--- src/rtl/sec08_queues_accum_pkg.sv ---
// Shared types and widths for the section-8 group accumulator.
package sec08_queues_accum_pkg;

  localparam int unsigned MSG_W = 32;

  typedef enum logic {
    ACCUM = 1'b0,
    SEND  = 1'b1
  } state_e;

endpackage

--- src/rtl/sec08_queues_accum_dpath.sv ---
// Sum register and adder for the group accumulator.
// Build option: SEC08_QUEUES_ACCUM_SATURATE_EN clamps the running sum at
// all-ones instead of wrapping modulo 2^32.
module sec08_queues_accum_dpath
  import sec08_queues_accum_pkg::*;
(
  input  logic             clk,
  input  logic             reset,
  input  logic             load_first,
  input  logic             add_en,
  input  logic             clear,
  input  logic [MSG_W-1:0] msg,
  output logic [MSG_W-1:0] sum
);

  logic [MSG_W-1:0] add_res;

`ifdef SEC08_QUEUES_ACCUM_SATURATE_EN
  logic [MSG_W:0] add_full;

  // Widened add; a carry out clamps to all-ones. Once clamped, any further
  // add carries again (or adds zero), so saturation holds for the group.
  always_comb begin
    add_full = {1'b0, sum} + {1'b0, msg};
    add_res  = add_full[MSG_W] ? '1 : add_full[MSG_W-1:0];
  end
`else
  // Plain modulo-2^32 add.
  always_comb begin
    add_res = sum + msg;
  end
`endif

  // Sum register: first message of a group loads, later ones accumulate.
  // NOTE: reset is synchronous and state uses non-blocking assignments so
  // every register samples the same pre-edge values.
  always_ff @(posedge clk) begin
    if (reset || clear) begin
      sum <= '0;
    end else if (load_first) begin
      sum <= msg;
    end else if (add_en) begin
      sum <= add_res;
    end
  end

endmodule

--- src/rtl/sec08_queues_group_accum.sv ---
// Group accumulator: sums each run of p_group_nmsgs input messages and emits
// one sum per group. Holds the input off while a finished sum is pending.
// Build option: SEC08_QUEUES_ACCUM_SATURATE_EN (saturating add, see dpath).
module sec08_queues_group_accum
  import sec08_queues_accum_pkg::*;
#(
  parameter int unsigned p_group_nmsgs = 4
) (
  input  logic             clk,
  input  logic             reset,
  input  logic             istream_val,
  output logic             istream_rdy,
  input  logic [MSG_W-1:0] istream_msg,
  output logic             ostream_val,
  input  logic             ostream_rdy,
  output logic [MSG_W-1:0] ostream_msg
);

  localparam int unsigned          CNT_W    = $clog2(p_group_nmsgs + 1);
  localparam logic [CNT_W-1:0]     CNT_LAST = CNT_W'(p_group_nmsgs - 1);

  state_e           state;
  logic [CNT_W-1:0] count;
  logic             in_fire;
  logic             out_fire;
  logic             load_first;
  logic             add_en;

  // Handshake decode; input is held off during reset so nothing is lost.
  always_comb begin
    istream_rdy = (state == ACCUM) && !reset;
    ostream_val = (state == SEND);
    in_fire     = istream_val && istream_rdy;
    out_fire    = ostream_val && ostream_rdy;
    load_first  = in_fire && (count == '0);
    add_en      = in_fire && (count != '0);
  end

  sec08_queues_accum_dpath u_dpath (
    .clk        (clk),
    .reset      (reset),
    .load_first (load_first),
    .add_en     (add_en),
    .clear      (out_fire),
    .msg        (istream_msg),
    .sum        (ostream_msg)
  );

  // Control FSM and message counter; count wraps to zero on the last message.
  always_ff @(posedge clk) begin
    if (reset) begin
      state <= ACCUM;
      count <= '0;
    end else begin
      case (state)
        ACCUM: begin
          if (in_fire) begin
            if (count == CNT_LAST) begin
              count <= '0;
              state <= SEND;
            end else begin
              count <= count + 1'b1;
            end
          end
        end
        SEND: begin
          if (out_fire) begin
            state <= ACCUM;
          end
        end
        default: state <= ACCUM;
      endcase
    end
  end

endmodule

--- config.mk ---
export PLATFORM = sky130hd
export DESIGN_NAME = sec08_queues_group_accum
export DESIGN_NICKNAME = d
export VERILOG_FILES = /design/src/rtl/sec08_queues_accum_pkg.sv /design/src/rtl/sec08_queues_accum_dpath.sv /design/src/rtl/sec08_queues_group_accum.sv
export SDC_FILE = /design/constraint.sdc
export NUM_CORES = 1
export LEC_CHECK = 0
export BUFFER_PORTS_ARGS = -buffer_cell sky130_fd_sc_hd__buf_4
export CAP_MARGIN = 0
export CORE_MARGIN = 4
export CORE_UTILIZATION = 55
export CTS_CLUSTER_DIAMETER = 40
export DETAILED_ROUTE_END_ITERATION = 16
export GPL_TIMING_DRIVEN = 0
export PLACE_DENSITY = 0.87
export SYNTH_ARGS = -nofsm -noshare
export SYNTH_HDL_FRONTEND = slang
export SYNTH_SLANG_ARGS = --single-unit
--- constraint.sdc ---
create_clock -name clk -period 4.1 [get_ports clk]
set_clock_uncertainty 0.15 [all_clocks]
set_input_delay 0.615 -clock clk [delete_from_list [all_inputs] [get_ports clk]]
set_output_delay 0.615 -clock clk [all_outputs]
set_load 0.01 [all_outputs]
## Word level (Yosys, flattened, before mapping)

Index checks and enable logic that the tools add are counted.

- Logic and storage cells: 25
- Latch bits: 0
- Flip-flop bits (word level): 36
- Memories: 0
- ROM bits: 0
- Bits in writable memories: 0
- Output and inout port bits: 34

- Add/subtract/negate cells: 2
- Order comparisons: 0
- Eq/ne operators: 1
- Bitwise operators: 1
- Mux-type cells: 7
- Reductions and logical operators: 11
- Divide/modulo/power cells: 0
- Shift-type cells: 0
- Multipliers: 0

Operators by type and width:

| cell | count |
|---|---|
| 2-to-1 mux 32 bit | 2 |
| adder 32 bit | 1 |
| logical AND 1 bit | 5 |
| adder 3 x 1 -> 3 bit, second input constant | 1 |
| equality test 3 x 2 -> 1 bit, second input constant | 1 |
| logical NOT 3 bit | 1 |
| 2-to-1 mux 1 bit | 3 |
| 2-to-1 mux 3 bit | 1 |
| nonzero test 3 bit | 1 |
| one-hot mux 1 bit (2 select lines) | 1 |
| AND reduction 2 bit | 1 |
| nonzero test 2 bit | 1 |
| logical NOT 1 bit | 1 |
| logical OR 1 bit | 1 |
| NOT 1 bit | 1 |

## Depth between registers and ports, before layout

- Depth after elaboration: 6
- Mapped depth: 12
- Mapped depth without buffers: 12

## By module

From an unflattened synthesis, not the netlist that was laid out.

- Cell total of the unflattened synthesis: 395
- Area, all modules: 3118.0 sq um

By module, submodules not included:

| module | area an instance (sq um) | times used | cells an instance |
|---|---|---|---|
| sec08_queues_accum_dpath | 2889.0 | 1 | 368 |
| sec08_queues_group_accum | 229.0 | 1 | 27 |

## Worst setup path before layout

No wires, ideal clock.

- Path kind: in2reg
- Start: in istream_msg[4]
- End: reg u_dpath.sum[25]
- Data arrival time: 2.930 ns
- Cell stages on the path: 11
- Slack: 0.917 ns
- Required time: 3.847 ns
- Buffers on the path: 0
- Cell sequence: ha_1 a21o_1 a31o_1 a211oi_2 o311ai_4 a21o_1 a21oi_2 nor2b_2 a41oi_1 xor2_1 a2111oi_2

- Word-level cells in the longest chain between the ends: 3

Ends and longest elaborated chain:

| what | RTL line | RTL |
|---|---|---|
| from (decl) | sec08_queues_group_accum.sv:13 | `input logic [MSG_W-1:0] istream_msg,` |
| adder 32 bit | sec08_queues_accum_dpath.sv:30 | `add_res = sum + msg;` |
| 2-to-1 mux 32 bit | sec08_queues_accum_dpath.sv:42 | `end else if (add_en) begin` |
| 2-to-1 mux 32 bit | sec08_queues_accum_dpath.sv:40 | `end else if (load_first) begin` |
| to (signal assigned) | sec08_queues_accum_dpath.sv:41 | `sum <= msg;` |
| to (signal assigned) | sec08_queues_accum_dpath.sv:43 | `sum <= add_res;` |
| to (decl) | sec08_queues_accum_dpath.sv:13 | `output logic [MSG_W-1:0] sum` |

Every way passes these cells. The select of a mux whose other input is x is not followed.
A chain may end at the register's enable or synchronous reset.

## Worst setup path after layout

- Start: in istream_msg[1]
- End: reg u_dpath.sum[31]

The elaborated chain is that of the path after synthesis.

==> flow_metrics.tcl <==
set metrics [dict create \
    status "completed" \
    max_slew_margin_pct 56.67 \
    timing.final.crit_share_pct 85.72 \
    cts-resized-gates 0 \
    ys.flop_type "dfxtp_1" \
    drv_cap 0 \
    irDropWorstVdd_mv 0.1723 \
    tightest_slew_ns 0.6500 \
    start_kind "input pin" \
    chipWidth_um 83.43 \
    async_flop_share_pct 0 \
    postRouteAntennaNets 0 \
    ys_seq_area_share_pct 23.03 \
    port_buffers 69 \
    dp_hpwl_um 6906 \
    wl_per_cell_um 16.61 \
    synthCells 404 \
    synth_edf_count 0 \
    p_per_area_nw_per_um2 325.7 \
    rows 27 \
    core_sq_um 5507 \
    syn_to_final_growth_pct 23.47 \
    clk_pin_slew_ns 0.08 \
    drc 0 \
    final-setup-viol-count 0 \
    post_drt_via_cell_ratio 6.174 \
    cts_sinks 36 \
    r2r_end "u_dpath.sum[31]" \
    hp-start "u_dpath.sum[20]" \
    fillers 476 \
    cts_tree "yes" \
    r2r_cells 11 \
    ys_types 55 \
    ys_seq_elements 36 \
    cts_max_level 2 \
    grt_pass1_vias 3312 \
    r2r-start "u_dpath.sum[1]" \
    fmax_ghz 0.2845 \
    grt_pass1_wl_um 15330 \
    vias 3414 \
    worstHoldEndpoint "u_dpath.sum[20]" \
    chipHeight_um 83.43 \
    antenna_found_initial 0 \
    crit_arrival_ns 3.55 \
    crit_fanout 3 \
    drv_slew 0 \
    first_iter_violations 319 \
    drtPass1Iterations 6 \
    min_path_cells 2 \
    cts_root_buf "clkbuf_8" \
    synth_nets 474 \
    criticalPathCategory "input pin to register" \
    final_cell_mix "buf_4 (69), nand2_1 (55), a21oi_1 (37)" \
    insertion_delay_ns 0.30 \
    gp_congestion 0.8975 \
    cp.required_ns 4.14 \
    end_kind "register" \
    antenna_cells 0 \
    syn_avg_cell_area_sq_um 7.746 \
    finish.net_count 550 \
    finalInstanceArea_sq_um 3864 \
    final_common_cell "buf_4" \
    initial_core_util_pct 56.83 \
    tns_ns 0 \
    grt_usage_pct 26.43 \
    hold_buffers 0 \
    clockBufferDepth 2 \
    overflow 0 \
    leakage_nw 1.831 \
    min_period_ns 3.515 \
    min_path_type "register to register" \
    grt_max_degree 12 \
    yosys_warnings 0 \
    design.die.area_sq_um 6961 \
    io_pins 70 \
    placed_area_sq_um 3737 \
    routed_wl_um 9187 \
    hold_viol_final 0 \
    final_layout_size_suffix_gt1_share_pct 19.54 \
    cts_setup_buffers 0 \
    cts_buffers 5 \
    ff2ff_setup_slack_ns 0.64 \
    syn-cell-area_sq_um 3129 \
    rsz0062_at_grt "false" \
]
-- final cells by class --
type                       count  area (sq um)  area share, %
clock inverter                 1         30.03         0.7772
sequential                    36         720.7          18.65
buffer                        26         107.6          2.785
tap                           72         90.09          2.332
multi-input combinational    335          2275          58.87
inverter                       7         26.28         0.6801
timing repair buffer          69         518.0          13.41
clock buffer                   7         96.34          2.494
-- critical path, cell delays in order --
cell and delay [ns]:
buf_4 0.13, ha_1 0.30, a211oi_1 0.45, nor4_2 0.12, a211oi_2 0.40, o311ai_4 0.15, a21oi_1 0.29, o21ai_1 0.14
a311oi_1 0.54, a21oi_1 0.08, a211oi_1 0.26, nand2_1 0.08
-- Yosys cell counts (2+ instances only) --
cell,number,area share (%)
nand4_1,5,1.0
inv_1,7,0.84
nor2_1,33,4.0
and3_1,2,0.40
a31oi_1,4,0.80
nand2_1,55,6.6
o31ai_1,3,0.72
xor2_1,11,3.1
dfxtp_1,36,23
a32oi_1,5,1.4
xnor2_1,14,3.9
a21o_1,22,5.3
or3_1,3,0.60
o31a_1,2,0.56
o21bai_1,5,1.2
buf_2,8,1.3
a221oi_1,2,0.56
a311oi_1,15,4.2
a21oi_1,37,5.9
ha_1,33,13
nor2b_1,4,0.80
a41oi_1,2,0.56
nand3_1,8,1.3
clkbuf_1,17,2.0
nor3_1,5,0.80
nand2b_1,5,1.0
o21ai_0,11,1.8
a211oi_1,5,1.2
o211ai_1,4,0.96
o21a_1,4,0.96
o21ai_1,13,2.1
-- kinds of logic after synthesis --
kind of cell / count (synthesis) / share of synthesized area (%)
buf+inv: 33 / 4.278
simple gates: 129 / 19.07
fa+ha+maj: 34 / 13.83
compound gates: 145 / 32.11
flops: 36 / 23.03
xor+xnor: 25 / 6.997
mux: 2 / 0.6797
-- flip-flops by register name, indices dropped and copies added, names as in the netlist --
name         count
u_dpath.sum     32
count            3
ostream_val      1
-- where the power goes --
group / leakage (nW) / internal, W / switching (W)
sequential: 0.296 / 0.000379 / 0.0000264
clock: 0.0645 / 0.000215 / 0.000144
combinational: 1.47 / 0.000214 / 0.000281
total: 1.83 / 0.000807 / 0.000451
-- worst max path at each step --
stage,slack (ns),from,cells past startpoint,end
after floorplan,0.92,istream_msg[4],11,u_dpath.sum[25]
after global placement,0.41,istream_msg[1],12,u_dpath.sum[31]
after detailed placement,0.34,istream_msg[1],12,u_dpath.sum[31]
after CTS,0.65,istream_msg[1],12,u_dpath.sum[31]
after global routing,0.48,istream_msg[1],12,u_dpath.sum[31]
final,0.59,istream_msg[1],12,u_dpath.sum[31]
-- routing by layer --
metal / up-vias / track usage [%] / part of all wire (%)
met2: 136 / 46.57 / 49
met5: - / 0 / 0
met4: 0 / 8.772 / 1.6
met3: 19 / 5.655 / 7.1
li1: 1653 / - / -
met1: 1606 / 31.79 / 42
-- through the flow --
stage | hold slack, ns | total power, W | worst slack (ns) | instances | utilization [%]
after global routing | 0.3519 | 0.001332 | 0.4773 | 553 | 70.17
after floorplan | 0.2973 | 0.0007416 | 0.9166 | 404 | -
after detailed placement | 0.3207 | 0.0008976 | 0.3401 | 545 | 67.87
final | 0.3293 | 0.001258 | 0.5853 | 553 | 70.17
after CTS | 0.3308 | 0.001256 | 0.6520 | 553 | 70.17
after global placement | 0.3135 | 0.0008824 | 0.4083 | 545 | 67.87
(Power assumes the default switching activity.)
